## config.mk

```make
export PLATFORM = sky130hd
export DESIGN_NAME = arm_alu_core
export DESIGN_NICKNAME = d
export VERILOG_FILES = /design/src/rtl/arm_alu_core.sv
export SDC_FILE = /design/constraint.sdc
export NUM_CORES = 1
export LEC_CHECK = 0
export ABC_CLOCK_PERIOD_IN_PS = 1020
export CAP_MARGIN = 20
export CORE_MARGIN = 1
export CORE_UTILIZATION = 31
export CTS_CLUSTER_DIAMETER = 60
export DETAILED_ROUTE_END_ITERATION = 12
export GPL_ROUTABILITY_DRIVEN = 0
export MAX_ROUTING_LAYER = met4
export SLEW_MARGIN = 40
export SYNTH_ARGS = -nofsm -noshare
export SYNTH_HDL_FRONTEND = slang
export SYNTH_SLANG_ARGS = --single-unit
```

## constraint.sdc

```tcl
create_clock -name clk -period 1.02 [get_ports clk]
set_input_delay 0.153 -clock clk [delete_from_list [all_inputs] [get_ports clk]]
set_output_delay 0.153 -clock clk [all_outputs]
set_load 0.02 [all_outputs]
```

## src/rtl/arm_alu_core.sv

```systemverilog
// Registered 32-bit ARM data-processing ALU: one of 16 opcodes per cycle, result and CPSR image one cycle later.
// Optional macro ARM_ALU_CMP_ZERO_EN: TST/TEQ/CMP/CMN register alu_out as zero while still updating flags.
module arm_alu_core (
  input  logic        clk,
  input  logic        rst_n,
  output logic [31:0] alu_out,
  output logic [31:0] cpsr_next,
  input  logic [31:0] alu_op1,
  input  logic [31:0] alu_op2,
  input  logic [3:0]  alu_op_sel,
  input  logic [31:0] cpsr_prev
);

  localparam logic [3:0] OP_AND = 4'b0000;
  localparam logic [3:0] OP_EOR = 4'b0001;
  localparam logic [3:0] OP_SUB = 4'b0010;
  localparam logic [3:0] OP_RSB = 4'b0011;
  localparam logic [3:0] OP_ADD = 4'b0100;
  localparam logic [3:0] OP_ADC = 4'b0101;
  localparam logic [3:0] OP_SBC = 4'b0110;
  localparam logic [3:0] OP_RSC = 4'b0111;
  localparam logic [3:0] OP_TST = 4'b1000;
  localparam logic [3:0] OP_TEQ = 4'b1001;
  localparam logic [3:0] OP_CMP = 4'b1010;
  localparam logic [3:0] OP_CMN = 4'b1011;
  localparam logic [3:0] OP_ORR = 4'b1100;
  localparam logic [3:0] OP_MOV = 4'b1101;
  localparam logic [3:0] OP_BIC = 4'b1110;
  localparam logic [3:0] OP_MVN = 4'b1111;

  logic        w_c_in;
  logic        w_is_arith;
  logic [31:0] w_add_a;
  logic [31:0] w_add_b;
  logic        w_add_cin;
  logic [32:0] w_sum;
  logic [31:0] w_logic;
  logic [31:0] w_result;
  logic        w_flag_n;
  logic        w_flag_z;
  logic        w_flag_c;
  logic        w_flag_v;
  logic [31:0] w_alu_d;
  logic [31:0] w_cpsr_d;
  logic        w_unused_nz;
  logic [31:0] r_alu_out;
  logic [31:0] r_cpsr_next;

  assign w_c_in = cpsr_prev[29];

  // Adder operand steering: subtraction is a + ~b + cin with the operands swapped for the reverse forms
  always_comb begin
    w_is_arith = 1'b1;
    w_add_a    = alu_op1;
    w_add_b    = alu_op2;
    w_add_cin  = 1'b0;
    case (alu_op_sel)
      OP_SUB, OP_CMP: begin
        w_add_b   = ~alu_op2;
        w_add_cin = 1'b1;
      end
      OP_RSB: begin
        w_add_a   = alu_op2;
        w_add_b   = ~alu_op1;
        w_add_cin = 1'b1;
      end
      OP_ADD, OP_CMN: begin
        w_add_cin = 1'b0;
      end
      OP_ADC: begin
        w_add_cin = w_c_in;
      end
      OP_SBC: begin
        w_add_b   = ~alu_op2;
        w_add_cin = w_c_in;
      end
      OP_RSC: begin
        w_add_a   = alu_op2;
        w_add_b   = ~alu_op1;
        w_add_cin = w_c_in;
      end
      default: begin
        w_is_arith = 1'b0;
      end
    endcase
  end

  assign w_sum = {1'b0, w_add_a} + {1'b0, w_add_b} + {32'd0, w_add_cin};

  // Logical unit; arithmetic opcodes fall to default and are overridden by the adder path
  always_comb begin
    w_logic = 32'd0;
    case (alu_op_sel)
      OP_AND, OP_TST: w_logic = alu_op1 & alu_op2;
      OP_EOR, OP_TEQ: w_logic = alu_op1 ^ alu_op2;
      OP_ORR:         w_logic = alu_op1 | alu_op2;
      OP_MOV:         w_logic = alu_op2;
      OP_BIC:         w_logic = alu_op1 & ~alu_op2;
      OP_MVN:         w_logic = ~alu_op2;
      default:        w_logic = 32'd0;
    endcase
  end

  // Result and flag selection; logical ops preserve the incoming C and V
  always_comb begin
    if (w_is_arith) begin
      w_result = w_sum[31:0];
      w_flag_c = w_sum[32];
      w_flag_v = (w_add_a[31] == w_add_b[31]) && (w_sum[31] != w_add_a[31]);
    end else begin
      w_result = w_logic;
      w_flag_c = cpsr_prev[29];
      w_flag_v = cpsr_prev[28];
    end
  end

  assign w_flag_n = w_result[31];
  assign w_flag_z = (w_result == 32'd0);
  assign w_cpsr_d = {w_flag_n, w_flag_z, w_flag_c, w_flag_v, cpsr_prev[27:0]};

  // Old N/Z are always recomputed, so those two input bits are intentionally never consumed
  assign w_unused_nz = &{1'b0, cpsr_prev[31:30]};

`ifdef ARM_ALU_CMP_ZERO_EN
  logic w_is_cmp;
  assign w_is_cmp = (alu_op_sel[3:2] == 2'b10);
  assign w_alu_d  = w_is_cmp ? 32'd0 : w_result;
`else
  assign w_alu_d  = w_result;
`endif

  // Output registers; asynchronous reset discards any in-flight result
  always_ff @(posedge clk or negedge rst_n) begin
    if (!rst_n) begin
      r_alu_out   <= 32'd0;
      r_cpsr_next <= 32'd0;
    end else begin
      r_alu_out   <= w_alu_d;
      r_cpsr_next <= w_cpsr_d;
    end
  end

  assign alu_out   = r_alu_out;
  assign cpsr_next = r_cpsr_next;

endmodule

```

==> results.md, run 1 <==
- Max Used Layer: met4
- CTS root buf: clkbuf_16
- Multi-input logic area: between 0.005 and 0.006 sq mm
- Register area: between 0.0015 and 0.002 sq mm
- Syn nets: approximately 1,100
- Post-layout min period: ~3800 ps
- Power per cell area: 1210 mW/mm^2
- Register area share after synthesis: between 20% and 30%
- Wl on met1: between 10,000 and 15,000 um
- Cell variety after synth: 86
- WP data required: approximately 1300 ps
- Max_cap viols: 0
- Largest net degree at the start of global routing: 40
- Leakage: 5.70 nW
- Crit path DAT: around 4000 ps
- CTS tree: done
- Number of port buffers: between 150 and 200
- Setup crit start: alu_op_sel[0]
- DR pass1 iterations: 5
- Core footprint: between 0.02 and 0.025 sq mm
- Async SR Flop Fraction: between 90% and 100%
- Tot Pwr: about 15 mW
- Syn Area/Cell: roughly 7.5 sq um
- Crit Path Max Fanout: 5
- First-pass GRT wire length: approximately 44,000 um
- Slew HR: 56.8%
- FMAX: roughly 270 MHz
- Avg WL per Cell: between 15 and 20 um
- Count of pins over their slew limit: 0
- Placed Instances: approximately 1,600
- Antenna-violating nets left: 0
- CTS sink count: between 60 and 70
- Via count: ~9,000
- RSZ-0062 raised after global routing: yes
- Final Instance Count excl. Fillers: 1,653
- Die Span Y: roughly 150 um
- Initial core utilization: about a third
- Final Cycle Share: 368%
- Worst slew pin tran: about 650 ps
- Type of element capturing the critical path: register
- Die Wd: 152 um
- Iteration-0 DRC Markers: ~600
- Final Hold Fails: 0
- #FFs+latches synth: between 60 and 70
- Synthesized area: ~0.0069 sq mm
- # DRC: 0
- Row count: 54
- Crit Path Category: primary input to register
- WL final: between 20,000 and 30,000 um
- Overflow after GRT: 0
- Dpl hpwl: around 21,000 um
- Tightest Hold Check Type: primary input to asynchronous set/reset pin
- Layout cell share with drive strength beyond 1: 38.6%
- DR WL met2: 13,700 um
- Die Footprint: 0.0230 sq mm
- Met3 wire length: around 1600 um
- H-tree depth: 3
- Cells after Synth: 931
- Diodes inserted: 0
- Outcome: finished with violations
- Failing checks: setup timing
- Synth Flop Type: dfrtp_1
- Fillers: 2,000
- GRT Util Overall: between 20 and 30%
- I/O pin count: 166
- Worst setup margin: -2730 ps
- CTS buffer count: 9
- CP Launch Type: primary input
- Final nets: 1,535
- Worst vdd ir: a little under 800 uV
- EDFF count, synth: 0
- Syn-to-layout area delta: 76.7%
- CTS clk-pin slew, worst paths: 60 ps
- Initial antenna violation count: 0
- Final setup viols: 37
- Vias in the first global route: 8,311
- Via density: 5.36
- Max Buffers Root-to-Sink: 2
- Ys Warns: 0
==> metrics by stage <==
stage	utilization, %	hold WS [ps]	setup TNS, ps	setup slack, ps	cell area [sq um]
after floorplan	-	-143	-77690	-3200	7040
after CTS	53.0	210	-62660	-2720	11600
after global routing	56.1	236	-68820	-2850	12300
after detailed placement	49.8	25.3	-96750	-3710	10900
after global placement	49.8	23.5	-93280	-3630	10900
final	56.1	205	-64370	-2730	12300
==> where the power goes <==
group	internal, mW	total [mW]	switching (mW)
Combinational	4.63	8.99	4.36
Sequential	2.89	3.05	0.162
Clock	1.64	2.82	1.18
==> logic make-up after synthesis <==
kind of cell,after synthesis,synth area share (%)
compound gates,340,32.2
xor+xnor,33,4.16
fa+ha+maj,65,11.9
buf+inv,134,8.21
flops,63,22.7
mux,10,1.48
simple gates,286,19.4
==> Yosys cell counts (7+ instances only) <==
cell	instances	area, sq um
inv_1	73	274
o21ai_0	133	666
a211o_1	7	61.3
a31oi_1	10	62.6
xor2_1	8	70.1
ha_1	63	788
nand2b_1	7	43.8
nand2_1	135	507
a21o_1	12	90.1
nand3_1	23	115
nor2_1	42	158
mux2i_1	8	80.1
nand4_1	9	56.3
clkbuf_1	32	120
xnor2_1	25	219
o211ai_1	13	97.6
o2111ai_1	7	61.3
o22ai_1	18	113
nor3_1	21	105
nor2b_1	10	62.6
buf_2	17	85.1
dfrtp_1	63	1580
a21oi_1	52	260
==> cells in the final DEF (no fill, tap or decap), types with 8 or more instances in the layout <==
| cell type | instances |
|---|---|
| nand2_1 | 126 |
| ha_1 | 61 |
| nor2b_1 | 10 |
| buf_2 | 11 |
| xnor2_1 | 24 |
| o21ai_1 | 28 |
| nand3_1 | 20 |
| a21oi_2 | 8 |
| buf_4 | 272 |
| nand4_1 | 9 |
| nor3_1 | 15 |
| buf_6 | 96 |
| xor2_1 | 8 |
| buf_12 | 10 |
| a31oi_1 | 8 |
| inv_1 | 71 |
| o21ai_0 | 96 |
| nor2_1 | 35 |
| o22ai_1 | 18 |
| o21ai_2 | 11 |
| clkdlybuf4s50_1 | 89 |
| a21oi_1 | 43 |
| dfrtp_1 | 63 |
| clkbuf_16 | 9 |
| o211ai_1 | 13 |
| a21o_1 | 11 |
==> path summary, 6_finish.rpt <==
kind | endpoint | slack [ps] | cells after the start
max in group asynchronous | alu_out[25] | 360 | 3
worst max-delay path | cpsr_next[30] | -2730 | 23
worst min-delay path | alu_out[0] | 210 | 2
min in group clk | cpsr_next[5] | 250 | 1
==> layout make-up <==
cell class              count  share of cell area, %
clock buffers               9                   1.84
clock inverters             7                  0.398
repair buffers            486                   35.6
flip-flops and latches     63                   12.8
multi-input cells         734                   44.1
well taps                 280                   2.86
inverters                  74                   2.27
==> critical path, stage by stage <==
cell,delay [ps]
buf_6,90
buf_6,110
nor3_4,200
a21o_4,160
buf_12,130
buf_16,120
nand2_2,50
o21ai_2,50
o21ai_1,80
ha_1,390
nand4_1,190
or3_4,370
o22a_4,260
buf_6,130
a211oi_4,270
o21ai_2,110
o21bai_2,150
buf_4,140
nor4_4,30
a311o_1,310
nor3_2,190
buf_4,130
and4b_1,190
==> flip-flops by register name (all words and copies together) (netlist names) <==
name,cells
alu_out,32
cpsr_next,31
==> what timing repair did <==
| item | in CTS | in global routing |
|---|---|---|
| cloned | 2 | 0 |
| setup buffers | 31 | 13 |
| setup endpoints to repair | 99 | 90 |
| gates resized for setup | 413 | 163 |
| pin swaps | 77 | 42 |
| hold buffers | 1 | 0 |
| endpoints found under the hold margin | 63 | 0 |
==> metal layers <==
layer / global-route usage, % / vias to the layer above
met5: - / -
met4: 7.03 / 0
met3: 2.81 / 59
met2: 41.5 / 316
met1: 33.2 / 4229
li1: - / 4262
No activity file was read; power rests on OpenSTA's default activity.
==> run 2, diff against run 1 <==
- CORE_UTILIZATION: 31 -> 57
- CTS_BUF_LIST: not set -> sky130_fd_sc_hd__clkbuf_2
- PLACE_DENSITY: not set -> 0.9
- SLEW_MARGIN: 40 -> not set
==> run 2 against run 1 <==
  * The run now fails in global routing (5_1_grt)
  * Synthesized area did not move
  * Synthesized cell count did not move
==> results.md, run 2 <==
- Cells after Synth: 931 (unchanged)
- Count leader, synth: nand2_1
- Top cells by count, synth: nand2_1, o21ai_0, inv_1
- CTS buffer count: 9 (unchanged)
- Initial core utilization: 59.6% (+28 points)
- #FFs+latches synth: 63 (unchanged)
- I/O pin count: 166 (unchanged)
- Area contributors post-synth: dfrtp_1, ha_1, o21ai_0, nand2_1, inv_1
- Row count: 39 (-28%)
- Cell variety after synth: 86 (unchanged)
- Last stage: global routing (5_1_grt)
- EDFF count, synth: 0 (unchanged)
- Placed cell area: 0.0106 sq mm (-2.7%)
- Dpl hpwl: 23,400 um (+9.6%)
- H-tree depth: 3 (unchanged)
- Largest net degree at the start of global routing: 64
- GRT Util Overall: between 80% and 90%
- Syn Area/Cell: 7.46 sq um (unchanged)
- Post-synth top area share: 22.7% (unchanged)
- Number of port buffers: 163 (unchanged)
- Register area share after synthesis: 22.7% (unchanged)
- Area leader, netlist: dfrtp_1
- Vias in the first global route: roughly 13,000
- Synth Flop Type: dfrtp_1
- Syn nets: 1,098 (unchanged)
- Synthesized area: 0.00695 sq mm (unchanged)
- First-pass GRT wire length: between 70,000 and 80,000 um
- Tool Error: [ERROR GRT-0116] Global routing finished with congestion. Check the congestion regions in the DRC Viewer.
- Die Span Y: 112 um (-26%)
- Die Wd: 112 um (-26%)
- Async SR Flop Fraction: 100% (unchanged)
- CTS root buf: clkbuf_2
- CTS sink count: 63 (unchanged)
- Overflow after GRT: 19
- Ys Warns: 0 (unchanged)
- Max Buffers Root-to-Sink: 2 (unchanged)
- Outcome: stopped before the end
## run 2: cell counts after synthesis
No cell type changed its count.
## run 2: cell families after synthesis
| group | count (synthesis) | synth area share (%) |
|---|---|---|
| xor gates and xnor gates | 33 | 4.16 |
| adders and majority gates | 65 | 11.9 |
| muxes | 10 | 1.48 |
| and+or+nand+nor | 286 | 19.4 |
| AOI/OAI and AO/OA | 340 | 32.2 |
| buffers and inverters | 134 | 8.21 |
| DFF | 63 | 22.7 |
## run 2: per-stage QoR
step	cells	util, %	setup slack [ps]	hold slack (ps)
floorplan	931	-	-3200	-143
global placement	1444	91.0	-3380	177
detailed placement	1444	91.0	-3600	183
CTS	1482	96.4	-2570	100
## run 2: what timing repair did
action,CTS
endpoints found under the setup margin,99
buffers inserted,29
hold buffers,1
hold endpoints to repair,63
pin swaps,53
gates resized for setup,466
cloned,0
## run 2: per-layer routing
| metal | global-route usage (%) | GRT overflow |
|---|---|---|
| met5 | - | - |
| met4 | 82.1 | 7 |
| met3 | 65.3 | 0 |
| met2 | 95.9 | 12 |
| met1 | 79.8 | 0 |
==> run 3, diff against run 2 <==
- CORE_UTILIZATION: 57 -> 40
- CTS_BUF_LIST: sky130_fd_sc_hd__clkbuf_2 -> not set
- CTS_CLUSTER_DIAMETER: 60 -> not set
- MAX_ROUTING_LAYER: met4 -> not set
- PLACE_DENSITY: 0.9 -> not set
- PLACE_DENSITY_LB_ADDON: not set -> 0.15
==> run 3 against run 2 <==
  * The flow now finishes, with violations (setup timing)
==> results.md, run 3 (same netlist as run 1, synthesis figures left out) <==
- Outcome: finished with violations
- Failing checks: setup timing
- Worst vdd ir: 1340 uV
- Die Footprint: ~0.018 sq mm
- CP Launch Type: primary input
- Final Cycle Share: 363%
- I/O pin count: 166 (unchanged)
- Count of pins over their slew limit: 0
- Crit Path Category: primary input to register
- Die Span Y: 134 um (+19%)
- Initial antenna violation count: 0
- CTS root buf: clkbuf_16
- RSZ-0062 raised after global routing: yes
- Diodes inserted: 0
- GRT Util Overall: between 30 and 40%
- Syn-to-layout area delta: 72.5%
- WP data required: 1270 ps
- CTS tree: done
- Layout cell share with drive strength beyond 1: around two fifths
- Via density: roughly 5.6
- Pre-CTS setup slack: -3640 ps (-40.9 ps)
- Leakage: between 5 and 6 nW
- Tot Pwr: ~15 mW
- CP cell instances: buf_8 -> buf_6 -> nor3_4 -> a21o_4 -> nor2_4 -> a211oi_4 -> fa_2 -> inv_2 -> fa_2 -> a21o_1 -> a221oi_4 -> o22a_2 -> nand3_2 -> a211o_1 -> or4_4 -> nor3_2 -> nand2_1 -> and4b_1
- Final setup viols: 35
- Worst slew pin tran: approximately 720 ps
- FMAX: 270 MHz
- Avg WL per Cell: roughly 18 um
- CTS clk-pin slew, worst paths: approximately 50 ps
- Global routing usage on met2: slightly below 50%
- Slew HR: roughly half
- Util after Layout: between 70% and 80%
- Type of element capturing the critical path: register
- H-tree depth: 3 (unchanged)
- Critical path's most frequent cell: fa_2
- Commonest non-fill, non-tap cell in the layout: buf_4
- Max incr delay on CP: 540 ps
- CTS sink count: 63 (unchanged)
- WL final: ~28,000 um
- Max Buffers Root-to-Sink: 2 (unchanged)
- Number of port buffers: 163 (unchanged)
- Largest net degree at the start of global routing: between 60 and 70
- Tightest Hold Check Type: primary input to register
- Row count: 47 (+21%)
- Fillers: between 1,000 and 1,500
- Setup TNS Final: -65,010 ps
- First-pass GRT wire length: 43,100 um
- Post-layout min period: 3700 ps
- Commonest cells after routing, fill and taps aside: buf_4, nand2_1, o21ai_0
- Final nets: 1,549
- Overflow after GRT: 0
- Max reg flops: 32
- Core footprint: ~0.017 sq mm
- Power per cell area: between 1000 and 1500 mW/mm^2
- Via count: approximately 9,000
- Met3 global-route usage: under 10%
- Max_cap viols: 0
- Crit path DAT: 3950 ps
- Vias in the first global route: roughly 8,400
- Final Hold Fails: 0
- Crit Path Max Fanout: 3
- Highest-delay cell along the critical path: or4_4
- Peak-usage layer in the global routing report: met2
- Antenna-violating nets left: 0
- # DRC: 0
- Dpl hpwl: 20,000 um (-15%)
- CTS buffer count: 9 (unchanged)
- Iteration-0 DRC Markers: approximately 870
- Die Wd: 134 um (+19%)
- Worst setup margin: -2680 ps
- Met1 Usage GRT: a little over two fifths
- DR pass1 iterations: 5
- Initial core utilization: 41.4% (-18 points)
[run 3: worst max-delay path, delay by kind of cell]
| family | cells | cell delay (ps) |
|---|---|---|
| adders and majority gates | 2 | 620 |
| buffers and inverters | 3 | 260 |
| and+or+nand+nor | 7 | 1370 |
| AOI/OAI and AO/OA | 6 | 1540 |
[run 3: power by group]
group          switching, mW  internal [mW]
registers             0.0940           2.88
clock network          0.942           2.08
logic                   4.44           4.33
[run 3: area by class of cell]
| class | instances | area, sq um | area share, % |
|---|---|---|---|
| timing repair buffer | 500 | 4150 | 34.6 |
| clock inverter | 3 | 40.0 | 0.334 |
| sequential | 63 | 1580 | 13.2 |
| tap | 220 | 275 | 2.30 |
| clock buffer | 13 | 270 | 2.26 |
| inverter | 74 | 282 | 2.35 |
| multi-input combinational | 734 | 5390 | 45.0 |
[run 3: what timing repair did]
item                                    in CTS  in global routing
pin swaps                                   87                 63
setup buffers                               40                 24
hold endpoints to repair                    63                  0
resized for setup                          420                 81
endpoints found under the setup margin      99                 40
hold buffers                                 1                  0
cloned                                       2                  0
[run 3: final timing paths]
check | from | end | slack, ps | cells after the start
worst max-delay path | alu_op_sel[0] | cpsr_next[30] | -2680 | 18
worst min-delay path | cpsr_prev[21] | cpsr_next[21] | 270 | 1
max in group asynchronous | rst_n | cpsr_next[0] | 380 | 3
min in group asynchronous | rst_n | cpsr_next[26] | 370 | 3
[run 3: stage by stage]
stage	std cells	area [sq um]	hold WS [ps]
2_1_floorplan	931	7040	-143
3_3_place_gp	1539	10800	177
3_5_place_dp	1539	10800	180
4_1_cts	1593	11600	263
5_1_grt	1607	12000	259
6_report	1607	12000	274
[run 3: per-layer routing]
layer	wire, um	part of all wire (%)
met3	2600	9.2
met2	12400	44
met4	745	2.6
met1	12400	44
met5	0	0
